## src/rtl/motor_hbridge_seq.sv

```systemverilog
// motor_hbridge_seq
//
// Sequential drive stage feeding an H-bridge driver IC. The close/open
// requests and the two limit switches are synchronized, qualified and fed
// to a Moore FSM that drives the bridge inputs. Every stop and reversal
// passes through a dead-time state, and a run-time watchdog latches a
// fault when the motor runs for TIMEOUT_CYC cycles without stopping.
//
// Parameters
//   DEAD_CYC     cycles both bridge inputs stay low after a run ends (>= 1)
//   TIMEOUT_CYC  maximum continuous run length in cycles (>= 2)
//
// Ports
//   clk    in   system clock, rising edge
//   rst_n  in   asynchronous active-low reset
//   A      in   close request (anti-clockwise), asynchronous
//   B      in   open request (clockwise), asynchronous
//   Fe     in   left limit switch, 1 = fully closed, asynchronous
//   Fd     in   right limit switch, 1 = fully open, asynchronous
//   clr    in   fault clear, synchronous, only honoured in FAULT
//   IN1    out  bridge input, 1 = drive close
//   IN2    out  bridge input, 1 = drive open
//   fault  out  watchdog fault flag
module motor_hbridge_seq #(
   parameter int DEAD_CYC    = 4,
   parameter int TIMEOUT_CYC = 1000
) (
   input  logic clk,
   input  logic rst_n,
   input  logic A,
   input  logic B,
   input  logic Fe,
   input  logic Fd,
   input  logic clr,
   output logic IN1,
   output logic IN2,
   output logic fault
);

   localparam int RUN_W  = $clog2(TIMEOUT_CYC + 1);
   localparam int DEAD_W = $clog2(DEAD_CYC + 1);
   localparam logic [RUN_W-1:0]  RUN_MAX   = RUN_W'(TIMEOUT_CYC);
   localparam logic [DEAD_W-1:0] DEAD_LOAD = DEAD_W'(DEAD_CYC - 1);

   typedef enum logic [2:0] {
      S_IDLE,
      S_RUN_CLOSE,
      S_RUN_OPEN,
      S_DEAD,
      S_FAULT
   } state_t;

   // Saturating increment: the run counter never wraps.
   function automatic logic [RUN_W-1:0] sat_inc(input logic [RUN_W-1:0] v);
      return (v == RUN_MAX) ? v : v + RUN_W'(1);
   endfunction

   // Packed as {Fd, Fe, B, A}
   logic [3:0]        sync_p0;
   logic [3:0]        sync_p1;
   logic              sa, sb, sfe, sfd;
   logic              req_close, req_open;
   state_t            state, state_nxt;
   logic [RUN_W-1:0]  run_cnt, run_cnt_nxt, run_cnt_inc;
   logic [DEAD_W-1:0] dead_cnt, dead_cnt_nxt;

   // ---- Stage p0 -> p1: two-flop synchronizers ----
   always_ff @(posedge clk or negedge rst_n) begin
      if (!rst_n) begin
         sync_p0 <= '0;
         sync_p1 <= '0;
      end else begin
         sync_p0 <= {Fd, Fe, B, A};
         sync_p1 <= sync_p0;
      end
   end

   assign sa  = sync_p1[0];
   assign sb  = sync_p1[1];
   assign sfe = sync_p1[2];
   assign sfd = sync_p1[3];

   // A=B=1 cancels both requests; an active limit switch blocks its direction.
   assign req_close = sa & ~sb & ~sfe;
   assign req_open  = sb & ~sa & ~sfd;

   // run_cnt holds the number of RUN cycles already completed, so the
   // incremented value equals the length of the cycle now ending. Reaching
   // TIMEOUT_CYC here means the motor has been driven exactly that long.
   assign run_cnt_inc = sat_inc(run_cnt);

   // ---- Stage p1 -> state: next-state decision ----
   always_comb begin
      state_nxt    = state;
      run_cnt_nxt  = run_cnt;
      dead_cnt_nxt = dead_cnt;
      case (state)
         S_IDLE: begin
            if (req_close) begin
               state_nxt   = S_RUN_CLOSE;
               run_cnt_nxt = '0;
            end else if (req_open) begin
               state_nxt   = S_RUN_OPEN;
               run_cnt_nxt = '0;
            end
         end
         S_RUN_CLOSE: begin
            // Request loss wins over timeout on the same edge.
            if (!req_close) begin
               state_nxt    = S_DEAD;
               dead_cnt_nxt = DEAD_LOAD;
            end else if (run_cnt_inc == RUN_MAX) begin
               state_nxt = S_FAULT;
            end else begin
               run_cnt_nxt = run_cnt_inc;
            end
         end
         S_RUN_OPEN: begin
            if (!req_open) begin
               state_nxt    = S_DEAD;
               dead_cnt_nxt = DEAD_LOAD;
            end else if (run_cnt_inc == RUN_MAX) begin
               state_nxt = S_FAULT;
            end else begin
               run_cnt_nxt = run_cnt_inc;
            end
         end
         S_DEAD: begin
            if (dead_cnt == '0) begin
               state_nxt = S_IDLE;
            end else begin
               dead_cnt_nxt = dead_cnt - DEAD_W'(1);
            end
         end
         S_FAULT: begin
            if (clr) begin
               state_nxt    = S_DEAD;
               dead_cnt_nxt = DEAD_LOAD;
            end
         end
         default: state_nxt = S_IDLE;
      endcase
   end

   // ---- State register with registered Moore outputs ----
   // Outputs are flops loaded from the next-state decode, so they always
   // equal the state decode and cannot glitch; reset clears them at once.
   always_ff @(posedge clk or negedge rst_n) begin
      if (!rst_n) begin
         state    <= S_IDLE;
         run_cnt  <= '0;
         dead_cnt <= '0;
         IN1      <= 1'b0;
         IN2      <= 1'b0;
         fault    <= 1'b0;
      end else begin
         state    <= state_nxt;
         run_cnt  <= run_cnt_nxt;
         dead_cnt <= dead_cnt_nxt;
         IN1      <= (state_nxt == S_RUN_CLOSE);
         IN2      <= (state_nxt == S_RUN_OPEN);
         fault    <= (state_nxt == S_FAULT);
      end
   end

endmodule

```

## config.mk

```make
export PLATFORM = sky130hd
export DESIGN_NAME = motor_hbridge_seq
export DESIGN_NICKNAME = d
export VERILOG_FILES = /design/src/rtl/motor_hbridge_seq.sv
export SDC_FILE = /design/constraint.sdc
export NUM_CORES = 1
export LEC_CHECK = 0
export BUFFER_PORTS_ARGS = -buffer_cell sky130_fd_sc_hd__buf_4
export CAP_MARGIN = 10
export CORE_ASPECT_RATIO = 0.8
export CORE_MARGIN = 2
export CORE_UTILIZATION = 59
export CTS_CLUSTER_DIAMETER = 150
export DETAILED_ROUTE_END_ITERATION = 8
export PLACE_DENSITY = 0.89
export SETUP_SLACK_MARGIN = 0.2
export SLEW_MARGIN = 0
export SYNTH_ARGS = -nofsm -noshare
export SYNTH_HDL_FRONTEND = slang
export SYNTH_SLANG_ARGS = --single-unit
```

## constraint.sdc

```tcl
create_clock -name clk -period 2.7 [get_ports clk]
set_clock_uncertainty 0.2 [all_clocks]
set_input_delay 0.405 -clock clk [delete_from_list [all_inputs] [get_ports clk]]
set_output_delay 0.405 -clock clk [all_outputs]
set_load 0.05 [all_outputs]
```

==> results of run 1 <==
[worst max-delay path by stage]
stage                             end  slack (ns)  cells past startpoint
4_1_cts        run_cnt[6]$_DFFE_PN0P_        0.22                      8
3_5_place_dp   run_cnt[8]$_DFFE_PN0P_        0.05                      8
6_report       run_cnt[6]$_DFFE_PN0P_        0.22                      8
2_1_floorplan  run_cnt[6]$_DFFE_PN0P_        0.23                      9
3_3_place_gp   run_cnt[8]$_DFFE_PN0P_        0.08                      8
5_1_grt        run_cnt[6]$_DFFE_PN0P_        0.18                      8
[worst max-delay path, delay by kind of cell (launching register included)]
family,cells,cell delay [ns]
adder cells (fa/ha/maj),1,0.17
buffers and inverters,1,0.10
flip-flops,1,0.44
multiplexers,1,0.32
AND/OR/NAND/NOR,5,1.19
[layout make-up]
type	instances	area, um^2	area share
clock inverters	1	8.76	0.00472
well taps	36	45.0	0.0243
clock buffers	3	22.5	0.0121
flip-flops and latches	27	679	0.366
repair buffers	27	215	0.116
multi-input cells	126	855	0.461
inverters	8	30.0	0.0162
[synth_stat cells (all sizes together), types with 2 or more instances]
library cell | instances | area [um^2]
nor2 | 12 | 45.0
o21ai | 12 | 60.1
inv | 8 | 30.0
nand2b | 7 | 43.8
nand2 | 14 | 52.6
clkbuf | 2 | 7.51
and2 | 3 | 18.8
xor2 | 3 | 26.3
o2bb2ai | 2 | 17.5
o41ai | 2 | 17.5
nand4 | 2 | 12.5
or2 | 3 | 21.3
o31ai | 3 | 22.5
nor2b | 4 | 25.0
a31oi | 3 | 18.8
nor3 | 3 | 26.3
ha | 4 | 50.1
o22ai | 4 | 25.0
a21o | 2 | 22.5
nand3 | 9 | 45.0
a21oi | 9 | 45.0
o211ai | 3 | 22.5
dfrtp | 27 | 676
buf | 7 | 50.1
nor4b | 2 | 17.5
and3 | 3 | 18.8
or3b | 2 | 17.5
[through the flow]
step	util	setup WS [ns]	instances	total power [W]
floorplan	-	0.233	170	0.00105
CTS	0.717	0.217	223	0.00141
global placement	0.665	0.0815	210	0.00115
finish	0.747	0.216	228	0.00148
detailed placement	0.665	0.0540	210	0.00118
global route	0.747	0.175	228	0.00160
[flip-flops by register name, indices dropped and copies added (netlist names)]
register / flops
IN2: 1
state: 3
sync_p1: 4
run_cnt: 10
IN1: 1
dead_cnt: 3
fault: 1
sync_p0: 4
[logic make-up after synthesis]
family,count (synthesis),share of synthesized area
buffers and inverters,17,0.0559
AND/OR/NAND/NOR,68,0.240
AO/OA/AOI/OAI,48,0.204
multiplexers,2,0.0136
XOR/XNOR,4,0.0224
flip-flops,27,0.431
adder cells (fa/ha/maj),4,0.0320
[power by group]
| part | internal (W) | switching [W] |
|---|---|---|
| clock | 0.0000607 | 0.000125 |
| combinational | 0.000302 | 0.000407 |
| sequential | 0.000486 | 0.0000961 |
| total | 0.000848 | 0.000628 |
[routing by layer]
| layer | part of all wire | vias up | routed length (um) |
|---|---|---|---|
| met5 | 0 | - | 0 |
| met4 | 0.035 | 0 | 125 |
| met3 | 0.084 | 20 | 299 |
| met2 | 0.46 | 76 | 1630 |
| met1 | 0.42 | 676 | 1510 |
| li1 | - | 653 | - |
[timing repair]
item,CTS,global route
endpoints found under the setup margin,9,11
resized for setup,5,8
hold endpoints to repair,31,0
hold buffers,5,0
pin swaps,1,2
setup buffers,4,5
==> metrics.txt, run 1 <==
Arrival @ worst endpoint 2.57 ns; Req. time, crit path ~2.8 ns; Die Y 50.1 um; Sink Count 27; Final HPWL DP 2260 um; initial antenna violation count 0; most frequent cells in the layout 24 x dfrtp_1, 22 x buf_4, 14 x nand2_1; GR Util met2 0.356; grt met1 use 0.338; mapped cell area 0.00157 mm^2; max cap viols 0; #FFs+latches synth 27; design area 0.00186 mm^2; die width 61.6 um; # rows 16; GPL Wtd Cong 1.00; Layout fillers approximately 160; Hold Path End fault$_DFF_PN0_; Avg Cell Area, Syn about 9 um^2; largest net degree at the start of global routing 28; CTS Buffer Depth 2; Worst R2R Setup Slack 0.22 ns; worst rel slew slack 0.527; synthesis-to-layout area growth 18.5%; status complete, no violations; Cells after Synth 170; slew of the pin with the lowest slew margin 0.710 ns; Hold WC Path Type in2reg; clock-pin slew on the worst setup and hold paths 0.14 ns; H-tree depth 1; Setup Total Neg Slack 0 ns; GR Overflow Total 0; power density over cell area 796 mW/mm^2; CTS tree done; commonest non-fill, non-tap cell in the layout dfrtp_1; HP Start clr; Max Fclk 403 MHz; routed via count ~1400; Final Cycle Share 0.920; final hold violations 0; Worst Reg2Reg Path Length in Cells 8; clk_lat worst skew 0.34 ns; vias in the first global route 1282; RSZ-0062 raised after global routing no; Cell Chain, Critical Path inv_1, ha_1, nand3_2, nor3_4, mux2_4, and4_4, or4_1, nand3_1; worst flop-to-flop path endpoint run_cnt[6]$_DFFE_PN0P_; 1st-iter DRT viols around 120; Detailed Route WL ~3600 um; grt met3 use 0.0735; Setup-failing EPs final 0; global-route wire length before repair around 5600 um; Max Transition Viols Final 0; Initial Util 0.631; core area roughly 0.0025 mm^2; dpl cell area ~0.0017 mm^2; reg-to-reg startpoint run_cnt[1]$_DFFE_PN0P_; Synth Flop Type dfrtp_1; crit-path max cell delay ~0.5 ns; Global Route Usage Sum 0.243; number of distinct library cells after synthesis 48; share of cells above drive strength 1 0.229; Die Area a little over 0.003 mm^2; WS Path Type reg2reg; CP Capture Type flop; TritonRoute pass-1 iters 4; Leak Pwr 0.792 nW; root buf cell clkbuf_4; Port Buf Inserts 9; Final nets 204; ys async rst share 1.00; worst vdd ir ~540 uV; Yosys warning count 0; Routed Antenna Nets 0; DRC viols 0; Via density 6.25; EDFF count, synth 0; Hold WS 0.0670 ns; CP Max Fanout 7; crit path launch type flop; CTS Buf Count 3; Setup crit start run_cnt[1]$_DFFE_PN0P_; sequential-to-total area share from yosys stat 0.431; hold depth 2; clock period minus final worst setup slack 2.48 ns; CP max stage cell or4_1; Mapped Nets 181; antenna fix cells 0; Ports 10; busiest metal layer after global routing met2; drt wl/cell 15.6 um
Power figures use the tool's default switching activity.
==> run 2: changes to the inputs <==
- ABC_CLOCK_PERIOD_IN_PS: not set -> 2700
- RECOVER_POWER: not set -> 25
==> run 2 against run 1 <==
Via count grew 2.1%. Clock power is essentially flat. Total power is essentially flat. Global-route usage is the same. Utilization shrank 0.15 points. Count of clock-buffer cells in the layout is the same. Combinational power is essentially flat. Register-to-register slack lost 0.02 ns. First-iteration DRC count is the same. Sequential share of layout area grew 0.074 points. Fmax shrank 0.61%. Wire length grew 0.73%. Critical path type unchanged. Critical endpoint unchanged. Largest cell class unchanged.
==> metrics.txt, run 2 (same netlist as run 1, synthesis figures left out) <==
status complete, no violations; Via density 6.38; DRC viols 0; dpl ws 0.0540 ns; max reg flops 10; WS Path Type reg2reg; CP Capture Type flop; CTS Buffer Depth 2; final instance count without filler cells around 230; Final HPWL DP 2260 um; GPL Wtd Cong 1.00; power density over cell area 798 mW/mm^2; root buf cell clkbuf_4; share of cells above drive strength 1 0.224; Reg with most FFs run_cnt; commonest non-fill, non-tap cell in the layout dfrtp_1; # placed instances 210; Final Worst Setup Slack 0.201 ns; final hold violations 0; 1st-iter DRT viols 119; vias in the first global route 1282; clock-pin slew on the worst setup and hold paths 0.14 ns; wl on met1 1510 um; H-tree depth 1; sequential power share 0.394; clock period minus final worst setup slack 2.50 ns; slew of the pin with the lowest slew margin between 1 and 1.5 ns; CTS tree done; worst vdd ir approximately 540 uV; Switching Power between 0.0006 and 0.0007 W; Initial Util 0.631; CTS Buf Count 3; drt wl/cell 15.7 um; largest net degree at the start of global routing 28; Max Transition Viols Final 0; largest registers run_cnt (10), sync_p0 (4), sync_p1 (4); Setup-failing EPs final 0; clk_lat worst skew roughly 0.34 ns; GR Overflow Total 0; CP Max Fanout 7; routed wl met3 319 um; # rows 16; most frequent cells in the layout 24 x dfrtp_1, 21 x buf_4, 14 x nand2_1; Hold WC Path Type in2reg; sw frac 0.426; Ports 10; Sink Count 27; crit path launch type flop; Setup Total Neg Slack 0 ns; max cap viols 0; Die Y 50.1 um; antenna fix cells 0; Int Power 0.000848 W; Final Cycle Share 0.926; met2 wire len 1600 um; Comb pwr share 0.480; worst rel slew slack 0.0883; Arrival @ worst endpoint 2.59 ns; RSZ-0062 raised after global routing no; routed via count approximately 1500; Final nets 204; Global Route Usage Sum 0.243; global-route wire length before repair 5640 um; Req. time, crit path 2.79 ns; initial antenna violation count 0; TritonRoute pass-1 iters 6; synthesis-to-layout area growth 18.2%; Die Area just over 0.003 mm^2; clock power share 0.126; Routed Antenna Nets 0; Max Fclk 400 MHz; core area 0.00248 mm^2; max layer used met4; Leak Pwr between 0.7 and 0.8 nW; Detailed Route WL 3590 um; die width between 60 and 70 um; Port Buf Inserts 9
## run 2: cell types whose count changed in the layout (fill, tap and decap cells not counted), sizes merged
cell	delta
buf	-1
clkbuf	+1
## run 2: final timing paths
kind / start / endpoint / slack, ns / depth (start not counted)
worst max-delay path: run_cnt[1]$_DFFE_PN0P_ / run_cnt[6]$_DFFE_PN0P_ / 0.20 / 8
worst min-delay path: clr / fault$_DFF_PN0_ / 0.06 / 2
worst max register to register: run_cnt[1]$_DFFE_PN0P_ / run_cnt[6]$_DFFE_PN0P_ / 0.20 / 8
worst min register to register: sync_p0[3]$_DFF_PN0_ / sync_p1[3]$_DFF_PN0_ / 0.17 / 0
max in group asynchronous: rst_n / run_cnt[1]$_DFFE_PN0P_ / 0.72 / 2
min in group asynchronous: rst_n / sync_p0[1]$_DFF_PN0_ / 0.69 / 2
## run 2: repair_timing
item	in CTS	in global routing
hold buffers	5	0
endpoints found under the setup margin	9	11
buffers inserted	4	5
gates resized for setup	5	8
hold endpoints to repair	31	0
pin swaps	1	2
## run 2: per-stage QoR
step / area [um^2] / total power (W) / utilization / hold slack (ns)
4_1_cts: 1780 / 0.00141 / 0.717 / 0.0666
6_report: 1850 / 0.00148 / 0.746 / 0.0650
3_5_place_dp: 1650 / 0.00118 / 0.665 / 0.130
3_3_place_gp: 1650 / 0.00115 / 0.665 / 0.124
2_1_floorplan: 1570 / 0.00105 / - / -0.0906
5_1_grt: 1850 / 0.00160 / 0.746 / 0.0757
## run 2: cell type report
cell class	instances	area (um^2)
clock buffer	3	22.5
clock inverter	1	8.76
fill	166	631
inverter	8	30.0
multi-input combinational	126	855
sequential	27	679
tap	36	45.0
timing repair buffer	27	211
## run 2: power by group through the flow
stage | clock network [W] | registers (W) | logic (W)
6_report | 0.000186 | 0.000582 | 0.000709
3_3_place_gp | 0 | 0.000586 | 0.000568
5_1_grt | 0.000207 | 0.000595 | 0.000795
3_5_place_dp | 0 | 0.000590 | 0.000590
2_1_floorplan | 0 | 0.000576 | 0.000472
4_1_cts | 0.000191 | 0.000571 | 0.000645
## run 2: worst max-delay path, stage by stage, from the launching register on
cell     delay (ns)
dfrtp_2        0.44
inv_1          0.10
ha_1           0.18
nand3_2        0.12
nor3_4         0.27
mux2_4         0.32
and4_4         0.21
or4_1          0.50
nand3_1        0.09
## run 2: layer usage
metal / vias up / global-route usage
li1: 653 / -
met1: 678 / 0.338
met2: 93 / 0.356
met3: 31 / 0.0735
met4: 0 / 0.0851
met5: - / 0
==> run 3: changes to the inputs <==
- CELL_PAD_IN_SITES_DETAIL_PLACEMENT: not set -> 1
- CELL_PAD_IN_SITES_GLOBAL_PLACEMENT: not set -> 1
- CORE_UTILIZATION: 59 -> 46
==> run 3 against run 2 <==
Sequential share of layout area fell by 0.11 points. Fmax rose by 1.6%. Cell area barely moved. Count of clock-buffer cells in the layout did not move. First-iteration DRC count rose by 22%. Utilization fell by 16 points. Clock power rose by 28%.
==> metrics.txt, run 3 (same netlist as run 1, synthesis figures left out) <==
# rows 18; max cap viols 0; share of cells above drive strength 1 0.230; Req. time, crit path 2.72 ns; Cell Chain, Critical Path inv_1, ha_2, nand3_2, nor3_4, mux2_4, and4_4, or4_4, nand3_1; Max Fclk just over 400 MHz; final instance count without filler cells 231; initial antenna violation count 0; most frequent cells in the layout 26 x dfrtp_1, 20 x buf_4, 14 x nand2_1; vias in the first global route 1407; sw frac 0.426; clk_lat worst skew 0.28 ns; Setup Total Neg Slack 0 ns; worst flop-to-flop path endpoint run_cnt[6]$_DFFE_PN0P_; Reg with most FFs run_cnt; Die Area 0.00389 mm^2; routed via count 1406; Hold WC Path Type in2reg; Port Buf Inserts 9; CP Max Fanout 8; core area between 0.003 and 0.004 mm^2; final hold violations 0; Setup-failing EPs final 0; Comb pwr share 0.484; Initial Util 0.493; DRC viols 0; slew of the pin with the lowest slew margin 1.45 ns; 1st-iter DRT viols 145; HP Start Fd; GPL Wtd Cong between 0.9 and 1; CTS Buf Count 3; CP max stage cell or4_4; dpl ws 0.0322 ns; clock period minus final worst setup slack 2.46 ns; Worst R2R Setup Slack 0.24 ns; clock-pin slew on the worst setup and hold paths 0.10 ns; Arrival @ worst endpoint 2.48 ns; H-tree depth 1; Routed Antenna Nets 0; sequential power share 0.366; die width 69.2 um; RSZ-0062 raised after global routing no; root buf cell clkbuf_8; synthesis-to-layout area growth 18.1%; power density over cell area roughly 850 mW/mm^2; Final Cycle Share 0.911; Hold WS roughly 0.055 ns; worst rel slew slack 0.0301; Final Worst Setup Slack roughly 0.24 ns; antenna fix cells 0; largest net degree at the start of global routing 28; Global Route Usage Sum 0.212; status complete, no violations; # placed instances roughly 220; GR Overflow Total 0; Final HPWL DP 3010 um; crit-path max cell delay 0.51 ns; max reg flops 10; global-route wire length before repair between 6000 and 7000 um; commonest non-fill, non-tap cell in the layout dfrtp_1; CTS Buffer Depth 2; TritonRoute pass-1 iters 4; Max Transition Viols Final 0; Worst Reg2Reg Path Length in Cells 8; Via density 6.09; Final nets roughly 200; Ports 10; WS Path Type reg2reg; Int Power 0.000905 W; Leak Pwr between 0.7 and 0.8 nW; worst vdd ir between 400 and 500 uV; largest registers run_cnt (10), sync_p0 (4), sync_p1 (4); reg-to-reg startpoint run_cnt[1]$_DFFE_PN0P_; Switching Power 0.000670 W; Sink Count 27; crit path launch type flop; CP Capture Type flop; CTS tree done; Hold Path End sync_p0[3]$_DFF_PN0_; Die Y between 50 and 60 um; fin util 0.583; hold depth 1; clock power share 0.151; drt wl/cell 18.7 um; Detailed Route WL ~4300 um
[run 3: cell count changes in the layout (fill, tap and decap cells not counted), moves of 2 or more]
cell	delta
dfrtp_2	-2
dlygate4sd3_1	-4
dfrtp_1	+2
clkbuf_8	+3
[run 3: cell type report]
cell class | instances | area [um^2]
clock buffer | 3 | 41.3
clock inverter | 1 | 7.51
fill | 371 | 1330
inverter | 8 | 30.0
multi-input combinational | 126 | 851
sequential | 27 | 677
tap | 40 | 50.0
timing repair buffer | 26 | 194
[run 3: worst max-delay path: cells and delay by family, from the launching register on]
family | cells | cell delay (ns)
adder cells (fa/ha/maj) | 1 | 0.19
buffers and inverters | 1 | 0.10
flip-flops | 1 | 0.40
multiplexers | 1 | 0.33
AND/OR/NAND/NOR | 5 | 1.17
[run 3: worst max-delay path by stage]
stage                      startpoint                endpoint  cells past startpoint
3_5_place_dp   run_cnt[1]$_DFFE_PN0P_  run_cnt[9]$_DFFE_PN0P_                      8
5_1_grt        run_cnt[0]$_DFFE_PN0P_  run_cnt[6]$_DFFE_PN0P_                      8
2_1_floorplan  run_cnt[0]$_DFFE_PN0P_  run_cnt[6]$_DFFE_PN0P_                      9
3_3_place_gp   run_cnt[1]$_DFFE_PN0P_  run_cnt[9]$_DFFE_PN0P_                      8
4_1_cts        run_cnt[4]$_DFFE_PN0P_  run_cnt[6]$_DFFE_PN0P_                      6
6_report       run_cnt[1]$_DFFE_PN0P_  run_cnt[6]$_DFFE_PN0P_                      8
[run 3: power by group through the flow]
stage          clock [W]  combinational [W]  sequential [W]
6_report        0.000238           0.000762        0.000576
5_1_grt         0.000267           0.000830        0.000588
4_1_cts         0.000244           0.000713        0.000573
3_5_place_dp           0           0.000670        0.000587
3_3_place_gp           0           0.000604        0.000578
2_1_floorplan          0           0.000472        0.000576
[run 3: layer usage]
layer  GRT usage  wire length [um]  part of all wire  vias up
met5           0                 0                 0        -
met2       0.365              2140              0.49       38
met3      0.0471               194             0.045        9
li1            -                 -                 -      652
met4      0.0364                43            0.0099        0
met1       0.276              1950              0.45      707
[run 3: through the flow]
stage	area, um^2	power [W]
6_report	1850	0.00158
5_1_grt	1850	0.00168
4_1_cts	1780	0.00153
3_5_place_dp	1670	0.00126
3_3_place_gp	1670	0.00118
2_1_floorplan	1570	0.00105
[run 3: timing repair]
| item | CTS | global route |
|---|---|---|
| pin swaps | 0 | 2 |
| hold buffers | 1 | 0 |
| hold endpoints to repair | 27 | 0 |
| setup endpoints to repair | 8 | 9 |
| buffers inserted | 3 | 7 |
| gates resized for setup | 4 | 7 |
